[src/rtl/usb_spi_arbiter_pkg.sv]
// Shared types and helpers for the MAX3421E SPI arbiter: FSM states, command
// byte builder and the commonly used chip register numbers.
package usb_spi_pkg;

  typedef enum logic [2:0] {
    IDLE,
    SETUP,
    SHIFT,
    HOLD,
    GAP
  } state_e;

  localparam logic [4:0] rHIRQ = 5'd25;
  localparam logic [4:0] rMODE = 5'd27;
  localparam logic [4:0] rHCTL = 5'd29;
  localparam logic [4:0] rHRSL = 5'd31;

  // MAX3421E command byte: register number, a zero, the direction bit, then ACKSTAT=0.
  function automatic logic [7:0] max_cmd(input logic [4:0] addr, input logic wr);
    return {addr, 1'b0, wr, 1'b0};
  endfunction

endpackage

[src/rtl/usb_spi_arbiter_tick_gen.sv]
// Phase timer for the SPI engine: pulses tick once every CLK_DIV clocks and
// restarts its count whenever clr is asserted (on every FSM state entry).
module spi_tick_gen #(
  parameter int unsigned CLK_DIV = 2
) (
  input  logic Clk,
  input  logic Reset,
  input  logic clr,
  output logic tick
);

  localparam int unsigned CW = (CLK_DIV > 1) ? $clog2(CLK_DIV) : 1;

  logic [CW-1:0] cnt_q, cnt_d;

  assign tick = (cnt_q == CW'(CLK_DIV - 1));

  always_comb begin
    cnt_d = (clr || tick) ? '0 : cnt_q + CW'(1);
  end

  // NOTE: sequential state is written only with non-blocking assignments so every
  // flop samples the pre-edge values of its neighbours.
  always_ff @(posedge Clk) begin
    if (Reset) cnt_q <= '0;
    else       cnt_q <= cnt_d;
  end

endmodule

[src/rtl/usb_spi_arbiter.sv]
// Round-robin arbiter sharing one MAX3421E SPI link between two requesters; each
// grant runs one 2-byte register access (mode 0, MSB first) and returns both rx bytes.
module usb_spi_arbiter
  import usb_spi_pkg::*;
#(
  parameter int unsigned CLK_DIV = 2
) (
  input  logic        Clk,
  input  logic        Reset,
  input  logic [1:0]  req,
  input  logic [1:0]  req_wr,
  input  logic [9:0]  req_addr,
  input  logic [15:0] req_wdata,
  output logic [1:0]  done,
  output logic [7:0]  rdata,
  output logic [7:0]  status,
  output logic        busy,
  input  logic        spi_MISO,
  output logic        spi_MOSI,
  output logic        spi_SCLK,
  output logic        spi_SS_n
);

  state_e      state_q, state_d;
  logic        port_q, port_d;
  logic        last_grant_q, last_grant_d;
  logic [15:0] shift_q, shift_d;
  logic [3:0]  bit_cnt_q, bit_cnt_d;
  logic        sclk_q, sclk_d;
  logic        rx_bit_q, rx_bit_d;
  logic [1:0]  done_q, done_d;
  logic [7:0]  rdata_q, rdata_d;
  logic [7:0]  status_q, status_d;

  logic        tick;
  logic        sel;
  logic        sel_wr;
  logic [4:0]  sel_addr;
  logic [7:0]  sel_wdata;

  spi_tick_gen #(.CLK_DIV(CLK_DIV)) u_tick (
    .Clk  (Clk),
    .Reset(Reset),
    .clr  (state_d != state_q),
    .tick (tick)
  );

  // Contention goes to the port that did not win last time.
  assign sel       = (req == 2'b11) ? ~last_grant_q : req[1];
  assign sel_wr    = sel ? req_wr[1] : req_wr[0];
  assign sel_addr  = sel ? req_addr[9:5] : req_addr[4:0];
  assign sel_wdata = sel ? req_wdata[15:8] : req_wdata[7:0];

  always_comb begin
    // NOTE: every next-state signal takes its hold value first so no path can
    // leave it unassigned and infer a latch.
    state_d      = state_q;
    port_d       = port_q;
    last_grant_d = last_grant_q;
    shift_d      = shift_q;
    bit_cnt_d    = bit_cnt_q;
    sclk_d       = sclk_q;
    rx_bit_d     = rx_bit_q;
    done_d       = 2'b00;
    rdata_d      = rdata_q;
    status_d     = status_q;

    unique case (state_q)
      IDLE: begin
        if (|req) begin
          port_d  = sel;
          shift_d = {max_cmd(sel_addr, sel_wr), sel_wr ? sel_wdata : 8'h00};
          state_d = SETUP;
        end
      end
      SETUP: begin
        if (tick) begin
          bit_cnt_d = 4'd15;
          sclk_d    = 1'b0;
          state_d   = SHIFT;
        end
      end
      SHIFT: begin
        if (tick) begin
          if (!sclk_q) begin
            sclk_d   = 1'b1;
            rx_bit_d = spi_MISO;
          end else begin
            // Received bits enter at the bottom as transmitted bits leave the top.
            sclk_d  = 1'b0;
            shift_d = {shift_q[14:0], rx_bit_q};
            if (bit_cnt_q == 4'd0) state_d = HOLD;
            else                   bit_cnt_d = bit_cnt_q - 4'd1;
          end
        end
      end
      HOLD: begin
        if (tick) begin
          done_d       = port_q ? 2'b10 : 2'b01;
          status_d     = shift_q[15:8];
          rdata_d      = shift_q[7:0];
          last_grant_d = port_q;
          state_d      = GAP;
        end
      end
      GAP: begin
        if (tick) state_d = IDLE;
      end
      default: state_d = IDLE;
    endcase
  end

  always_ff @(posedge Clk) begin
    if (Reset) begin
      state_q      <= IDLE;
      port_q       <= 1'b0;
      last_grant_q <= 1'b1;
      shift_q      <= '0;
      bit_cnt_q    <= '0;
      sclk_q       <= 1'b0;
      rx_bit_q     <= 1'b0;
      done_q       <= '0;
      rdata_q      <= '0;
      status_q     <= '0;
    end else begin
      state_q      <= state_d;
      port_q       <= port_d;
      last_grant_q <= last_grant_d;
      shift_q      <= shift_d;
      bit_cnt_q    <= bit_cnt_d;
      sclk_q       <= sclk_d;
      rx_bit_q     <= rx_bit_d;
      done_q       <= done_d;
      rdata_q      <= rdata_d;
      status_q     <= status_d;
    end
  end

  assign spi_SS_n = !(state_q == SETUP || state_q == SHIFT || state_q == HOLD);
  assign spi_SCLK = sclk_q;
  assign spi_MOSI = (state_q == SETUP || state_q == SHIFT) ? shift_q[15] : 1'b0;
  assign busy     = (state_q != IDLE);
  assign done     = done_q;
  assign rdata    = rdata_q;
  assign status   = status_q;

endmodule
[config.mk]
export PLATFORM = sky130hd
export DESIGN_NAME = usb_spi_arbiter
export DESIGN_NICKNAME = d
export VERILOG_FILES = /design/src/rtl/usb_spi_arbiter_pkg.sv /design/src/rtl/usb_spi_arbiter_tick_gen.sv /design/src/rtl/usb_spi_arbiter.sv
export SDC_FILE = /design/constraint.sdc
export NUM_CORES = 1
export LEC_CHECK = 0
export ABC_AREA = 0
export BUFFER_PORTS_ARGS = -buffer_cell sky130_fd_sc_hd__buf_2
export CORE_UTILIZATION = 45
export DETAILED_ROUTE_END_ITERATION = 10
export GPL_ROUTABILITY_DRIVEN = 0
export PLACE_DENSITY_LB_ADDON = 0.15
export SYNTH_ARGS = -nofsm -noshare
export SYNTH_HDL_FRONTEND = slang
export SYNTH_HIERARCHICAL = 1
export SYNTH_SLANG_ARGS = --single-unit
export TNS_END_PERCENT = 50
[constraint.sdc]
create_clock -name Clk -period 1.5 [get_ports Clk]
set_input_delay 0.15 -clock Clk [delete_from_list [all_inputs] [get_ports Clk]]
set_output_delay 0.15 -clock Clk [all_outputs]
set_load 0.05 [all_outputs]
==> results.sh, run 1 <==
export IMPL_routed_wl_um=5273
export IMPL_r2r_slack_ns=0.06
export IMPL_cts_hold_buf=0
export IMPL_slew_violations=0
export IMPL_cts_tree="built"
export IMPL_max_stage_delay_ns=0.37
export IMPL_die_w_um=71.24
export IMPL_r2r_end="u_tick/tick"
export IMPL_htreeDepth=2
export IMPL_vias=2081
export IMPL_leakage_uw=0.001181
export IMPL_tightest_slew_ns=0.3413
export IMPL_drive_gt1_share_pct=32.63
export IMPL_drt_vias_per_instance=5.391
export IMPL_end_kind="output pin"
export IMPL_stdcell_count=386
export IMPL_cp_arrival_ns=1.33
export IMPL_status="complete, but fails checks"
export IMPL_cts_buffer_depth=2
export IMPL_port_buffers=54
export IMPL_placeableCoreArea_sq_um=4474
export IMPL_synth_edf_count=0
export IMPL_p_comb_share_pct=26.2
export IMPL_dp_hpwl_um=3690
export IMPL_mostFrequentLayoutCells="nand2_1, buf_2, dfxtp_1"
export IMPL_dominantRegCellSynth="dfxtp_1"
export IMPL_clock_sinks=46
export IMPL_ios=55
export IMPL_period_minus_slack_ns=1.479
export IMPL_internal_power_uw=1984
export IMPL_rows=24
export IMPL_grt_pass1_vias=1826
export IMPL_syn_area_per_cell_sq_um=8.140
export IMPL_synth_nets=299
export IMPL_fin_crit_sh_pct=98.61
export IMPL_drt_iter0_drc=153
export IMPL_slew_headroom_pct=77.25
export IMPL_dieArea_sq_um=5074
export IMPL_finalSetupTns_ns=0
export IMPL_swShare_pct=31.70
export IMPL_clk_latency_ns=0.30
export IMPL_cp_start_kind="flip-flop"
export IMPL_first_pass_iters=7
export IMPL_grt_remaining_overflow=0
export IMPL_r2r_start="state_q[2]"
export IMPL_max_freq_mhz=676.1
export IMPL_cp_required_ns=1.35
export IMPL_reg2regPathDepth=6
export IMPL_p_switching_uw=920.8
export IMPL_path_clk_slew_ns=0.08
export IMPL_maxCapViolations=0
export IMPL_place_ws_ns=-0.08020
export IMPL_postSynth_asyncResetShare_pct=0
export IMPL_numCtsBuffers=5
export IMPL_setup_worst_path_end="busy"
export IMPL_critPathMaxFanout=5
export IMPL_mostFrequentLayoutCell="nand2_1"
export IMPL_synth_area_sq_um=2157
export IMPL_violations="design-rule violations"
export IMPL_power_frac_clock_pct=26.1
export IMPL_finClkSkew_ns=0.01034
export IMPL_cellPowerDensity_nw_per_um2=1043
export IMPL_ant_nets=0
export IMPL_root_buffer="clkbuf_8"
export IMPL_ys_ff_latch=46
export IMPL_grt_pass1_wl_um=8342
export IMPL_drc_errors=4
export IMPL_nNetsFinal=367
export IMPL_grt_max_degree=23
export IMPL_nFillCells=411
export IMPL_hold_slack_ns=0.08761
export IMPL_hold_violations=0
export IMPL_crit_start="state_q[1]"
export IMPL_chipHeight_um=71.24
export IMPL_start_util_pct=48.21
export IMPL_ir_drop_mv=0.4729
export IMPL_ys_types=44
export IMPL_antenna_cells=0
export IMPL_report_final_setup_viol=0
export IMPL_antenna_found_initial=0
export IMPL_ys_warn_count=6
export IMPL_crit_type="reg -> out"
export IMPL_slowest_stage="dfxtp_4"
export IMPL_syn_inst=265
export IMPL_fin_ws_ns=0.02087
export IMPL_dp_cells=372
export IMPL_hp_class="in -> reg"
export IMPL_yosysSeqAreaShare_pct=42.69
export IMPL_rsz0062_at_grt="true"
export IMPL_wl_per_cell_um=13.66
export IMPL_area_growth_syn_to_layout_pct=29.12
export IMPL_seqPwrFrac_pct=47.8
export IMPL_cp_cell_sequence="nor3_2 -> buf_4 -> inv_1 -> buf_2"
export IMPL_track_usage_pct=21.05
-- synthesized netlist by cell type (all sizes together), types with 2 or more instances --
library cell   n  area [sq um]
a211oi         2         15.01
a22o           6         52.55
nor2          31         118.9
a21oi         28         143.9
nor2b          2         12.51
nor3b          6         61.31
inv            4         15.01
nand2         57         214.0
dfxtp         46         920.9
buf           11         65.06
o31ai          8         60.06
nand2b         3         18.77
or2            2         12.52
mux2i          8         80.08
nand3b         2         15.01
a311oi         9         78.83
or3            2         12.51
a22oi          5         42.54
nand3          4         20.02
nor3           6         40.04
o21bai         2         15.01
clkbuf         9         35.03
-- metrics by stage --
stage          utilization, %  power, uW  area [sq um]
2_1_floorplan               -       1860          2163
3_3_place_gp            57.69       2069          2581
3_5_place_dp            57.69       2079          2581
4_1_cts                 60.04       2838          2686
5_1_grt                 62.25       3044          2785
6_report                62.25       2905          2785
-- critical path, delay by kind of cell, from the launching register on --
| family | cells | cell delay (ns) |
|---|---|---|
| buffers and inverters | 3 | 0.42 |
| flip-flops | 1 | 0.37 |
| AND/OR/NAND/NOR | 1 | 0.24 |
-- state kept, by name, summed over array words and instances (netlist names) --
signal / count
bit_cnt_q: 4
done: 2
last_grant_q: 1
port_q: 1
rdata: 8
rx_bit_q: 1
shift_q: 16
spi_SCLK: 1
state_q: 3
status: 8
u_tick/tick: 1
-- cell type report --
cell class	instances	area (sq um)	share of cell area (%)
Multi-Input combinational cell	195	1165	41.82
Sequential cell	46	930.9	33.42
Timing Repair Buffer	81	519.2	18.64
Clock buffer	5	68.82	2.471
Tap cell	52	65.06	2.336
Clock inverter	3	21.27	0.7637
Inverter	4	15.01	0.5391
-- routing by layer --
layer | GRT usage, % | vias up | share of wire [%]
met5 | 0 | - | 0
met4 | 10.44 | 0 | 2.5
met3 | 3.235 | 11 | 3.7
met2 | 32.91 | 51 | 47
met1 | 28.41 | 963 | 47
li1 | - | 1056 | -
-- power groups by stage --
stage,clock network (uW),registers (uW),logic [uW]
after floorplan,0,1410,454
after global placement,0,1410,661
after detailed placement,0,1410,672
after CTS,775,1380,682
after global routing,821,1400,823
final,757,1390,760
-- cell families after synthesis --
kind of cell | count (synthesis) | synth area share (%)
and+or+nand+nor | 118 | 25.47
AOI/OAI and AO/OA | 66 | 21.40
buffers and inverters | 24 | 5.336
DFF | 46 | 42.69
muxes | 8 | 3.712
xor gates and xnor gates | 2 | 0.8122
adders and majority gates | 1 | 0.5800
-- worst min path at each step --
stage | from | end | depth (start not counted)
floorplan | Reset | u_tick/tick | 1
global placement | spi_MISO | rx_bit_q | 3
detailed placement | spi_MISO | rx_bit_q | 3
CTS | spi_MISO | rx_bit_q | 3
global route | spi_MISO | rx_bit_q | 3
finish | spi_MISO | rx_bit_q | 3
-- timing repair --
action / in CTS / in global routing
buffers inserted: 1 / 5
pin swaps: 1 / 2
endpoints found under the setup margin: 16 / 17
resized for setup: 5 / 14
(Power assumes the default switching activity.)
==> run 2, diff against run 1 <==
==> constraint.sdc (replaced) <==
create_clock -name Clk -period 1.45 [get_ports Clk]
set_input_delay 0.145 -clock Clk [delete_from_list [all_inputs] [get_ports Clk]]
set_output_delay 0.145 -clock Clk [all_outputs]
set_load 0.05 [all_outputs]
==> run 2 against run 1 <==
Compared with the run above:
- the run ends with design-rule violations, negative setup slack left
- clock power grew 25%
- hold slack better by 0.0011 ns
- total power grew 9.9%
- clock-buffer cell count unchanged
- core utilization grew 0.81 points
- flip-flop and latch count unchanged
- sequential power is 4% higher
- global-route usage increased by 0.91 points
- die area stayed put
- via count is 1.4% lower
- largest cell class unchanged
- highest routed layer unchanged
==> results.sh, run 2 (synthesis results as in run 1) <==
export IMPL_cellPowerDensity_nw_per_um2=1131
export IMPL_cp_common_cell="buf_6"
export IMPL_end_kind="output pin"
export IMPL_critical_path_top_delay_family="flip-flops"
export IMPL_period_minus_slack_ns=1.468
export IMPL_dieArea_sq_um=5074
export IMPL_antenna_cells=0
export IMPL_max_freq_mhz=681.4
export IMPL_dp_hpwl_um=3663
export IMPL_hold_violations=0
export IMPL_p_total_uw=3192
export IMPL_dp_cells=371
export IMPL_numCtsBuffers=5
export IMPL_finish_instance_area_sq_um=2821
export IMPL_rows=24
export IMPL_antenna_found_initial=0
export IMPL_cts_tree="built"
export IMPL_start_util_pct=48.21
export IMPL_violations="design-rule violations, negative setup slack"
export IMPL_grt_pass1_wl_um=8652
export IMPL_cp_arrival_ns=1.32
export IMPL_placeableCoreArea_sq_um=4474
export IMPL_rsz0062_at_grt="true"
export IMPL_report_final_setup_viol=1
export IMPL_hp_class="in -> reg"
export IMPL_port_buffers=54
export IMPL_crit_type="reg -> out"
export IMPL_first_pass_iters=7
export IMPL_cts_hold_buf=0
export IMPL_clk_latency_ns=0.30
export IMPL_status="complete, but fails checks"
export IMPL_chipHeight_um=71.24
export IMPL_root_buffer="clkbuf_8"
export IMPL_cp_start_kind="flip-flop"
export IMPL_tightest_slew_ns=0.3061
export IMPL_slowest_stage="dfxtp_4"
export IMPL_drt_iter0_drc=110
export IMPL_clock_sinks=46
export IMPL_stdcell_count=382
export IMPL_drt_vias_per_instance=5.372
export IMPL_htreeDepth=2
export IMPL_slew_violations=0
export IMPL_fin_util_pct=63.06
export IMPL_vias=2052
export IMPL_critPathMaxFanout=7
export IMPL_largest_register_ffs=16
export IMPL_slew_headroom_pct=79.44
export IMPL_area_growth_syn_to_layout_pct=30.80
export IMPL_globalRoute_busiestLayer="met2"
export IMPL_fin_ws_ns=-0.01757
export IMPL_place_area_sq_um=2570
export IMPL_ios=55
export IMPL_regMostFlops="shift_q"
export IMPL_fin_crit_sh_pct=101.2
export IMPL_cp_cell_sequence="buf_6 -> xnor2_4 -> nor3b_4 -> buf_6"
export IMPL_grt_pass1_vias=1895
export IMPL_mostFrequentLayoutCells="nand2_1, buf_2, dfxtp_1"
export IMPL_track_usage_pct=21.96
export IMPL_mostFrequentLayoutCell="nand2_1"
export IMPL_met3_usage_pct=4.079
export IMPL_nNetsFinal=363
export IMPL_crit_buf_inv=2
export IMPL_ant_nets=0
export IMPL_wl_per_cell_um=13.76
export IMPL_leakage_uw=0.001172
export IMPL_grt_remaining_overflow=0
export IMPL_ir_drop_mv=0.7633
export IMPL_hold_slack_ns=0.08871
export IMPL_grt_max_degree=24
export IMPL_finClkSkew_ns=0.008892
export IMPL_max_stage_delay_ns=0.38
export IMPL_die_w_um=71.24
export IMPL_cp_required_ns=1.31
export IMPL_cts_buffer_depth=2
export IMPL_gr_usage_met2_pct=35.56
export IMPL_routed_wl_um=5255
export IMPL_grt_use_met1_pct=29.58
export IMPL_path_clk_slew_ns=0.09
export IMPL_drive_gt1_share_pct=33.33
export IMPL_drc_errors=6
export IMPL_maxCapViolations=0
## run 2: cell types whose count changed in the layout (fill, tap and decap cells not counted), moves of 2 or more
cell,previous run,this run
buf_2,53,51
buf_4,23,19
buf_6,1,6
buf_8,2,0
nor2_2,3,1
## run 2: power breakdown
group	internal [uW]	leakage, uW	switching, uW
Combinational	364	0.000741	443
Clock	514	0.0000547	435
Sequential	1350	0.000376	81.9
Total	2230	0.00117	960
## run 2: per-stage QoR
step	worst slack [ns]	TNS (ns)
2_1_floorplan	-0.03920	-0.1872
3_3_place_gp	0.002334	0
3_5_place_dp	-0.03553	-0.1039
4_1_cts	-0.05059	-0.06701
5_1_grt	-0.07257	-0.4970
6_report	-0.01757	-0.01757
## run 2: final timing paths
kind | end | slack [ns] | depth (start not counted) | from
max reg2reg | shift_q[12] | 0.02 | 5 | state_q[2]
min reg2reg | status[2] | 0.45 | 2 | status[2]
min | rx_bit_q | 0.09 | 3 | spi_MISO
max | spi_MOSI | -0.02 | 4 | state_q[0]
## run 2: worst min-delay path: stages
cell     delay (ns)
buf_2          0.08
mux2i_1        0.06
nor2_1         0.07
## run 2: area by class of cell
class	count	area, sq um
clock buffer	5	68.82
clock inverter	3	43.79
sequential	46	930.9
multi-input combinational	195	1212
tap	52	65.06
timing repair buffer	77	485.5
fill	415	1653
inverter	4	15.01
## run 2: layer usage
metal | part of all wire (%) | vias up | routed length, um
li1 | - | 1043 | -
met1 | 45 | 941 | 2375
met2 | 48 | 61 | 2536
met3 | 5.2 | 7 | 272
met4 | 1.4 | 0 | 71
met5 | 0 | - | 0
## run 2: timing repair
| item | in CTS | in global routing |
|---|---|---|
| gates resized for setup | 11 | 19 |
| pin swaps | 1 | 3 |
| endpoints found under the setup margin | 20 | 30 |
| buffers inserted | 0 | 3 |
